[src/rtl/rotation_finder.sv]
// rotation_finder: finds the minimal rotation mapping Ref onto Target in the shifter's encoding.
// Defining ROT_BIDIR_EN searches both directions in parallel, which shortens the search.
module rotation_finder #(
   parameter int WIDTH = 8,
   parameter int AMT_W = $clog2(WIDTH)
) (
   input  logic             clk,
   input  logic             rst,
   input  logic             Start,
   input  logic [WIDTH-1:0] Ref,
   input  logic [WIDTH-1:0] Target,
   output logic             Busy,
   output logic             Valid,
   output logic             Found,
   output logic [AMT_W-1:0] ShiftAmt,
   output logic             ShiftDir
);
   typedef enum logic [1:0] {IDLE, SEARCH, DONE} state_t;
   state_t state, nextState;
   logic [WIDTH-1:0] rotR, tgt;
   logic [AMT_W-1:0] cnt;
   logic accept, hitR, hitL, lastCnt;
   assign hitR = rotR == tgt;
`ifdef ROT_BIDIR_EN
   logic [WIDTH-1:0] rotL;
   assign hitL = rotL == tgt;
   assign lastCnt = cnt == AMT_W'(WIDTH / 2);
`else
   assign hitL = 1'b0;
   assign lastCnt = cnt == AMT_W'(WIDTH - 1);
`endif
   always_ff @(posedge clk or posedge rst)
      if (rst) state <= IDLE;
      else state <= nextState;
   always_comb begin
      nextState = state;
      Busy = state == SEARCH;
      Valid = state == DONE;
      accept = Start && !Busy;
      if (accept) nextState = SEARCH;
      else if (state == SEARCH) nextState = (hitR || hitL || lastCnt) ? DONE : SEARCH;
      else if (state == DONE) nextState = IDLE;
   end
   always_ff @(posedge clk or posedge rst)
      if (rst) begin
         rotR <= '0;
         tgt <= '0;
         cnt <= '0;
         Found <= 1'b0;
         ShiftAmt <= '0;
         ShiftDir <= 1'b1;
`ifdef ROT_BIDIR_EN
         rotL <= '0;
`endif
      end else if (accept) begin
         rotR <= Ref;
         tgt <= Target;
         cnt <= '0;
         Found <= 1'b0;
         ShiftAmt <= '0;
         ShiftDir <= 1'b1;
`ifdef ROT_BIDIR_EN
         rotL <= Ref;
`endif
      end else if (state == SEARCH) begin
         // a right match past the halfway point is shorter as a left rotation
         if (hitR) begin
            Found <= 1'b1;
            ShiftAmt <= (cnt > AMT_W'(WIDTH / 2)) ? AMT_W'(WIDTH) - cnt : cnt;
            ShiftDir <= cnt <= AMT_W'(WIDTH / 2);
         end else if (hitL) begin
            Found <= 1'b1;
            ShiftAmt <= cnt;
            ShiftDir <= 1'b0;
         end else if (!lastCnt) begin
            rotR <= {rotR[0], rotR[WIDTH-1:1]};
            cnt <= cnt + 1'b1;
`ifdef ROT_BIDIR_EN
            rotL <= {rotL[WIDTH-2:0], rotL[WIDTH-1]};
`endif
         end
      end
endmodule
[config.mk]
export PLATFORM = sky130hd
export DESIGN_NAME = rotation_finder
export DESIGN_NICKNAME = d
export VERILOG_FILES = /design/src/rtl/rotation_finder.sv
export SDC_FILE = /design/constraint.sdc
export NUM_CORES = 1
export LEC_CHECK = 0
export CORE_ASPECT_RATIO = 0.5
export CORE_UTILIZATION = 25
export CTS_BUF_LIST = sky130_fd_sc_hd__clkbuf_4 sky130_fd_sc_hd__clkbuf_8
export DETAILED_ROUTE_END_ITERATION = 8
export DONT_BUFFER_PORTS = 1
export PLACE_DENSITY_LB_ADDON = 0.2
export SLEW_MARGIN = 20
export SYNTH_ARGS = -nofsm -noshare
export SYNTH_HDL_FRONTEND = slang
export SYNTH_SLANG_ARGS = --single-unit
[constraint.sdc]
create_clock -name clk -period 4.01 [get_ports clk]
set_clock_uncertainty 0.1 [all_clocks]
set_input_delay 0.802 -clock clk [delete_from_list [all_inputs] [get_ports clk]]
set_output_delay 0.802 -clock clk [all_outputs]
set_load 0.05 [all_outputs]
== Word-level counts from Yosys, hierarchy flattened ==
Index checks and enable logic that the tools add are counted.

* Mux-type cells: 22
* Add/sub/neg operators: 2
* Magnitude comparators: 2
* Reductions and logical operators: 8
* Equality and inequality tests: 6

{| class="wikitable"
|+ Operators by type and width
! cell !! number
|-
| 8-bit two-way mux || 4
|-
| 3-bit two-way mux || 8
|-
| 8-bit == test || 1
|-
| 2-bit two-way mux || 4
|-
| 1-bit two-way mux || 6
|-
| 2-bit inequality test (second input constant) || 2
|-
| 2-bit nonzero test || 2
|-
| 3-bit by 1-bit adder with 3-bit output (second input constant) || 1
|-
| 3-bit == test (second input constant) || 1
|-
| 3-bit > comparator (second input constant) || 1
|-
| 3-bit <= comparator (second input constant) || 1
|-
| 3-bit AND reduction || 1
|-
| 3-bit nonzero test || 1
|-
| 1-bit by 3-bit subtractor with 3-bit output (first input constant) || 1
|-
| 2-bit by 1-bit == test with 1-bit output (second input constant) || 1
|-
| 2-bit == test (second input constant) || 1
|-
| 2-bit AND reduction || 1
|-
| 1-bit logical AND || 1
|-
| 1-bit zero test || 1
|-
| 1-bit logical OR || 1
|}

* Output and inout bits: 7
* Register bits after elaboration: 26
* Input bits: 19

== Logic depth before layout (Yosys ltp) ==
* Depth in word-level cells: 5
* Depth in mapped cells: 7
* Mapped depth without buffers: 6

== Worst setup path after synthesis ==
OpenSTA, ideal clock, no wires.

* Path type: reg2reg
* Start point: reg state[1]
* End point: reg cnt[1]
* Setup time: 96 ps
* Setup slack: 2118 ps
* Data required time: 3814 ps
* Data arrival time: 1697 ps
* Stages on the path, launching flop included: 7
* Path through: dfrtp_1 inv_1 ha_1 nor2b_1 clkbuf_1 buf_1 o31ai_1

* Longest elaborated chain between the ends: 5
* Elaborated cells on any way between the ends: 8
* Those cells by class: 3 x eq/ne; 1 x mux; 4 x reduce/logical

{| class="wikitable"
|+ Ends and longest elaborated chain
! element !! RTL line !! text
|-
| from (decl) || 19 || <nowiki>state_t state, nextState;</nowiki>
|-
| from (signal assigned) || 34 || <nowiki>else state <= nextState;</nowiki>
|-
| 2-bit by 1-bit == test with 1-bit output (*) || 37 || <nowiki>Busy = state == SEARCH;</nowiki>
|-
| named net Busy || 12 || <nowiki>output logic Busy,</nowiki>
|-
| 1-bit zero test || 39 || <nowiki>accept = Start && !Busy;</nowiki>
|-
| 1-bit logical AND || 39 ||
|-
| 2-bit inequality test (no line) / 2-bit nonzero test (equally long branches) || - ||
|-
| 3-bit AND reduction (no line) || - ||
|-
| to (signal assigned) || 77 || <nowiki>cnt <= cnt + 1'b1;</nowiki>
|-
| to (decl) || 21 || <nowiki>logic [AMT_W-1:0] cnt;</nowiki>
|}

Mark *: on every way through the listed nets, which the timed path passes. The rest lies on a longest branch.
A chain may end at the register's enable or synchronous reset.

== Worst setup path after layout ==
* Start point: reg state[1]
* End point: reg rotR[7]

* Longest elaborated chain between the ends: 5
* Elaborated cells on any way between the ends: 8
* Those cells by class: 3 x eq/ne; 1 x mux; 4 x reduce/logical

{| class="wikitable"
|+ Ends and longest elaborated chain
! element !! RTL line !! text
|-
| 2-bit by 1-bit == test with 1-bit output (*) || 37 ||
|-
| named net Busy || 12 ||
|-
| 1-bit zero test || 39 ||
|-
| 1-bit logical AND || 39 ||
|-
| 2-bit inequality test (no line) / 2-bit nonzero test (equally long branches) || - ||
|-
| 3-bit AND reduction (no line) || - ||
|-
| to (signal assigned) || 56 || <nowiki>rotR <= Ref;</nowiki>
|-
| to (signal assigned) || 76 || <nowiki>rotR <= {rotR[0], rotR[WIDTH-1:1]};</nowiki>
|-
| to (decl) || 20 || <nowiki>logic [WIDTH-1:0] rotR, tgt;</nowiki>
|}

Marks and branches as above.

==> results.cfg <==
[synthesis]
syn-cell-area_um2 = 1274
synthCells = 134
synth_cell_type_count = 24
ys_ff_latch = 26
yosysWarningCount = 0
avgSynthCellArea_um2 = 9.505
syn-num-nets = 158
ys_seq_area_frac = 0.5118

[sta]
setup_ws_ps = 1730
finalCritPeriodShare = 0.5686
setup-tns-final_ps = 0
worst_pin_slew_ps = 979.2
fmax_ghz = 0.4386
hold_violations = 0
slew_headroom = 0.3432
holdWs_ps = 402.9
min_period_ps = 2280
drv_slew = 0
finalSetupViolCount = 0
rsz0062_at_grt = no

[routing]
wl_per_cell_um = 13.59
num_vias = 899
viasPerCell = 4.495
drc_errors = 0
first_iter_violations = 42
postRouteAntennaNets = 0
routed_wirelength_um = 2717
drt_first_pass_iters = 4

[floorplanning]
rows = 17
initial_utilization = 0.2747
core-area_um2 = 4637
die_w_um = 102.9
ios = 26
fp.dieArea_um2 = 5402
die_h_um = 52.47

[layout]
area_delta_synth_final_pct = 11.30
drive_gt1_frac = 0.07463
final_common_cell = nand2_1
final_nets = 159
fin_util = 0.3057
finalNonFillerCells = 200
final_cell_mix = nand2_1, dfrtp_1, o21ai_1, xor2_1, a22oi_1
design_area_um2 = 1418
fillers = 516
n_antenna_cell = 0

[power_and_ir_drop]
finalPower_mw = 1.237
power_frac_clock = 0.178
peakVddDrop_mv = 0.2296
p_leak_nw = 0.6623
seq_power_share = 0.402
power_density_nw_per_um2 = 872.3
p_switching_mw = 0.5307
pwr-share-comb = 0.420
intPower_mw = 0.7059
sw_frac_of_total = 0.4291

[flow_run]
maxCapViolCount = 0

[setup_path]
crit_required_ps = 4110
critical-path-max-stage-delay_ps = 760
worst_ep_arrival_time_ps = 2380
cp-start-kind = register
path_class = reg2reg
worstPathMaxFanout = 21
worstSetupEndpointType = register
cp_cell_sequence = inv_1 > ha_1 > nand2b_1 > nand2_1 > o21ai_1
cp_slowest_cell = nand2b_1

[clock_network]
clockBufferDepth = 2
clock-sinks = 26
holdBufCountCts = 0
postCtsResizedCells = 0
cts_tree = yes
worstSkewPairLatency_ps = 270
cts_root_buffer = clkbuf_8
htree_levels = 1
cts_buffers = 3
clkTransAtPathRegs_ps = 90
cts_setup_buffers = 0

[min_path]
hold_path.class = reg2reg

[grt]
grt_pass1_wl_um = 4464
grt_pass1_vias = 885
grt_usage = 0.1124
gr-total-overflow = 0
grt_max_degree = 27
antenna_found_initial = 0

[place]
detailedPlace.worstSlack_ps = 1729
dpl.cell_count = 196
hpwl_um = 1824
portBuffers = 0
dpl_cell_area_um2 = 1346
place.gp.congestion = 0.7012

[status]
status = finished clean
## layer usage
metal / routed length, um / part of all wire / track usage / up-vias
met3: 119 / 0.044 / 0.03733 / 5
li1: - / - / - / 445
met1: 1425 / 0.52 / 0.1457 / 434
met5: 0 / 0 / 0 / -
met2: 1143 / 0.42 / 0.1778 / 15
met4: 28 / 0.010 / 0.03521 / 0
## layout make-up
cell class              count  area, um2  area share
well taps                  66      82.58     0.05825
multi-input cells          96      574.3      0.4051
clock inverters             1      30.03     0.02118
clock buffers               3      41.29     0.02913
repair buffers              2      15.01     0.01059
flip-flops and latches     26      651.9      0.4598
inverters                   6      22.52     0.01589
## flip-flops by register name, summed over array words and instances (netlist names)
| name | cells |
|---|---|
| Found | 1 |
| ShiftAmt | 3 |
| ShiftDir | 1 |
| cnt | 3 |
| rotR | 8 |
| state | 2 |
| tgt | 8 |
## worst paths after layout
path                       depth (start not counted)  slack, ps           to     start
setup / recovery                                   5       1730      rotR[7]  state[1]
hold / removal                                     2        400       tgt[4]    tgt[4]
setup reg to reg                                   5       1730      rotR[7]  state[1]
hold reg to reg                                    2        400       tgt[4]    tgt[4]
max in group asynchronous                          1       2950      rotR[1]       rst
min in group asynchronous                          1        410  ShiftAmt[0]       rst
## worst max-delay path: cells and delay by family, from the launching register on
family                   cells  cell delay, ps
AND/OR/NAND/NOR              2             880
AO/OA/AOI/OAI                1             160
adder cells (fa/ha/maj)      1             590
flip-flops                   1             410
buffers and inverters        1              60
## Yosys cell counts
| library cell | number | area share |
|---|---|---|
| a211oi_1 | 1 | 0.0059 |
| a21oi_1 | 5 | 0.020 |
| a22oi_1 | 7 | 0.041 |
| buf_1 | 1 | 0.0029 |
| buf_2 | 2 | 0.0079 |
| clkbuf_1 | 3 | 0.0088 |
| dfrtp_1 | 25 | 0.49 |
| dfstp_2 | 1 | 0.021 |
| ha_1 | 5 | 0.049 |
| inv_1 | 6 | 0.018 |
| mux2_2 | 1 | 0.0088 |
| mux2i_1 | 1 | 0.0079 |
| nand2_1 | 39 | 0.11 |
| nand2b_1 | 2 | 0.0098 |
| nand3_1 | 4 | 0.016 |
| nand3b_1 | 1 | 0.0059 |
| nor2_1 | 2 | 0.0059 |
| nor2b_1 | 3 | 0.015 |
| nor4_4 | 2 | 0.033 |
| o211ai_1 | 1 | 0.0059 |
| o21ai_0 | 2 | 0.0079 |
| o21ai_1 | 11 | 0.043 |
| o31ai_1 | 1 | 0.0059 |
| xor2_1 | 8 | 0.055 |
## power by group through the flow
stage | combinational, mW | sequential, mW | clock (mW)
2_1_floorplan | 0.443 | 0.477 | 0
3_3_place_gp | 0.515 | 0.502 | 0
3_5_place_dp | 0.522 | 0.504 | 0
4_1_cts | 0.526 | 0.499 | 0.224
5_1_grt | 0.594 | 0.514 | 0.232
6_report | 0.520 | 0.497 | 0.220
## kinds of logic after synthesis
family	Yosys count	share of synthesized area
adder cells (fa/ha/maj)	5	0.04912
AO/OA/AOI/OAI	28	0.1297
buffers and inverters	12	0.03732
AND/OR/NAND/NOR	53	0.2004
multiplexers	2	0.01670
flip-flops	26	0.5118
XOR/XNOR	8	0.05501
Power figures use the tool's default switching activity.
==> patch, RTL diff (same flow settings) <==
Register the input `Target` before use, without a reset. The logic sees it one clock later. The other inputs are not delayed to match.
--- a/src/rtl/rotation_finder.sv
+++ b/src/rtl/rotation_finder.sv
@@ -16,6 +16,13 @@
    output logic             ShiftDir
 );
    typedef enum logic [1:0] {IDLE, SEARCH, DONE} state_t;
+
+   logic [WIDTH-1:0] Target_q;
+
+   always_ff @(posedge clk) begin
+      Target_q <= Target;
+   end
+
    state_t state, nextState;
    logic [WIDTH-1:0] rotR, tgt;
    logic [AMT_W-1:0] cnt;
@@ -54,7 +61,7 @@
 `endif
       end else if (accept) begin
          rotR <= Ref;
-         tgt <= Target;
+         tgt <= Target_q;
          cnt <= '0;
          Found <= 1'b0;
          ShiftAmt <= '0;
Behaviour: not the same (a bounded check fails within 4 cycles, from zero or initial values and one cycle with rst high).
==> patch against the original RTL <==
  * Clock power increased by 21%
  * Via count increased by 4.1%
  * Sequential share of layout area increased by 4.4 points
  * Critical path depth decreased by 3
  * Global-route usage decreased by 0.78 points
  * Highest routed layer unchanged
  * Area after synthesis increased by 13%
  * Critical path type is now reg -> out
  * Hold slack got worse by 0.090 ns
  * Total power increased by 10%
  * Worst setup slack improved by 0.039 ns
  * Register-to-register slack improved by 0.05 ns
  * Wire length increased by 0.81%
  * Final area increased by 14%
  * Maximum frequency increased by 1.7%
  * Sequential cell count increased by 8
==> patch: results (changes against the original RTL) <==
- Run status: finished clean (unchanged)
- Die width: 109.1 um (was 102.9 um)
- H-tree lvl count: 2 (was 1)
- Top post-synthesis cells by count: 39 x nand2_1, 25 x dfrtp_1, 11 x o21ai_1 (unchanged)
- First-pass GRT wire length: 4.726 mm (was 4.464 mm)
- Number of inserted diodes: 0 (unchanged)
- Top flop regs: Target_q (8), rotR (8), tgt (8) (was rotR (8), tgt (8))
- Nets: 169 (was 159)
- WP data arrival: 1.34 ns (was 2.38 ns)
- Fillers: 602 (was 516)
- Initial antenna violation count: 0 (unchanged)
- Netlist cell types: 25 (was 24)
- Reg2Reg Depth: 4 (was 5)
- Port bufs: 0 (unchanged)
- Synth top area cells: dfrtp_1 44%, dfxtp_1 11%, nand2_1 10% (was dfrtp_1 49%, nand2_1 11%, xor2_1 5.5%)
- Vias per inst: 4.274 (was 4.495)
- Hold Crit Endpoint: tgt[5] (was tgt[4])
- CTS buffer count: 5 (was 3)
- Max VDD drop: 0.2049 mV (was 0.2296 mV)
- DR pass1 iterations: 4 (unchanged)
- Setup Fix Bufs, Post-CTS: 0 (unchanged)
- Share of post-route cells with drive strength above 1: 0.1027 (was 0.07463)
- Crit. Startpoint: state[1] (unchanged)
- Compound-gate portion of the synthesized area: 0.1152 (was 0.1297)
- Routability cong.: 0.6985 (was 0.7012)
- Hold path cells: 2 (unchanged)
- Post-synthesis sequential area ratio: 0.5663 (was 0.5118)
- Worst r2r dst: state[0] (was rotR[7])
- Adder-Cell Fraction of Synth Area: 0.04363 (was 0.04912)
- CP top delay family: adder cells (was simple AND/OR/NAND/NOR gates)
- DP HPWL: 1.819 mm (was 1.824 mm)
- Ys async rst share: 0.7647 (was 1.000)
- Largest stage delay, worst path: 0.60 ns (was 0.76 ns)
- Clock transition at path regs: 0.07 ns (was 0.09 ns)
- Crit Path Max Fanout: 8 (was 21)
- Initial DRC Count: 39 (was 42)
- Vias in the first global route: 975 (was 885)
- Resized cells post-CTS: 0 (unchanged)
- Synth warn: 0 (unchanged)
- Slew Limit Fails: 0 (unchanged)
- Pin count of the biggest net entering global routing: 27 (unchanged)
- Worst Max-Slew Pin Slew: 0.8137 ns (was 0.9792 ns)
- Slowest cell on crit path: ha_1 (was nand2b_1)
- Clock latency on the worst-skew pair: 0.28 ns
- Reg2reg setup slack: 1.78 ns (was 1.73 ns)
- Max clock buf depth: 2 (unchanged)
- CTS Hold Bufs: 0 (unchanged)
- Wirelength per Cell: 12.51 um (was 13.59 um)
- Clock root buffer: clkbuf_8 (unchanged)
- Hold Path Origin: Target_q[5] (was tgt[4])
- LEAKAGE: 0.7487 nW (was 0.6623 nW)
- Mux cell area share after synthesis: 0.01483 (was 0.01670)
- Gr usage total: 0.1046 (was 0.1124)
- Worst hold path class: reg -> reg (unchanged)
- XOR/XNOR share of the synthesized area: 0.04887 (was 0.05501)
patch: area by class of cell:
class | count | area [um2] | area share
multi-input combinational | 96 | 574.3 | 0.3566
sequential | 34 | 812.0 | 0.5043
clock buffer | 7 | 90.09 | 0.05594
clock inverter | 1 | 5.005 | 0.003108
inverter | 6 | 22.52 | 0.01399
tap | 73 | 91.34 | 0.05672
timing repair buffer | 2 | 15.01 | 0.009324
patch: where the power goes:
part	internal [mW]	switching [mW]	total, mW
logic	0.196	0.319	0.515
clock network	0.145	0.122	0.267
registers	0.461	0.117	0.578
patch: stage by stage:
stage / instances / cell area, um2 / setup WS (ns) / utilization / hold WS, ns
floorplan: 142 / 1434 / 2.118 / - / 0.2981
global placement: 211 / 1515 / 1.770 / 0.2747 / 0.3062
detailed placement: 211 / 1515 / 1.744 / 0.2747 / 0.3068
CTS: 219 / 1610 / 1.730 / 0.2920 / 0.3182
global route: 219 / 1610 / 1.542 / 0.2920 / 0.3277
finish: 219 / 1610 / 1.769 / 0.2920 / 0.3131
patch: kinds of logic (layout without fill, tap and decap cells):
group / after synthesis / count (layout)
AND/OR/NAND/NOR: 53 / 53
flip-flops: 34 / 34
AO/OA/AOI/OAI: 28 / 28
buffers and inverters: 12 / 16
XOR/XNOR: 8 / 8
adder cells (fa/ha/maj): 5 / 5
multiplexers: 2 / 2
patch: routing by layer:
layer,share of wire,global-route usage
met1,0.47,0.1350
met3,0.059,0.04250
met2,0.46,0.1554
met5,0,0
met4,0.0066,0.04054
patch: worst max path at each step:
stage                to  depth (start not counted)
4_1_cts        state[0]                          4
3_5_place_dp    rotR[3]                          5
5_1_grt          cnt[2]                          5
2_1_floorplan    cnt[1]                          6
6_report           Busy                          2
3_3_place_gp   state[0]                          4
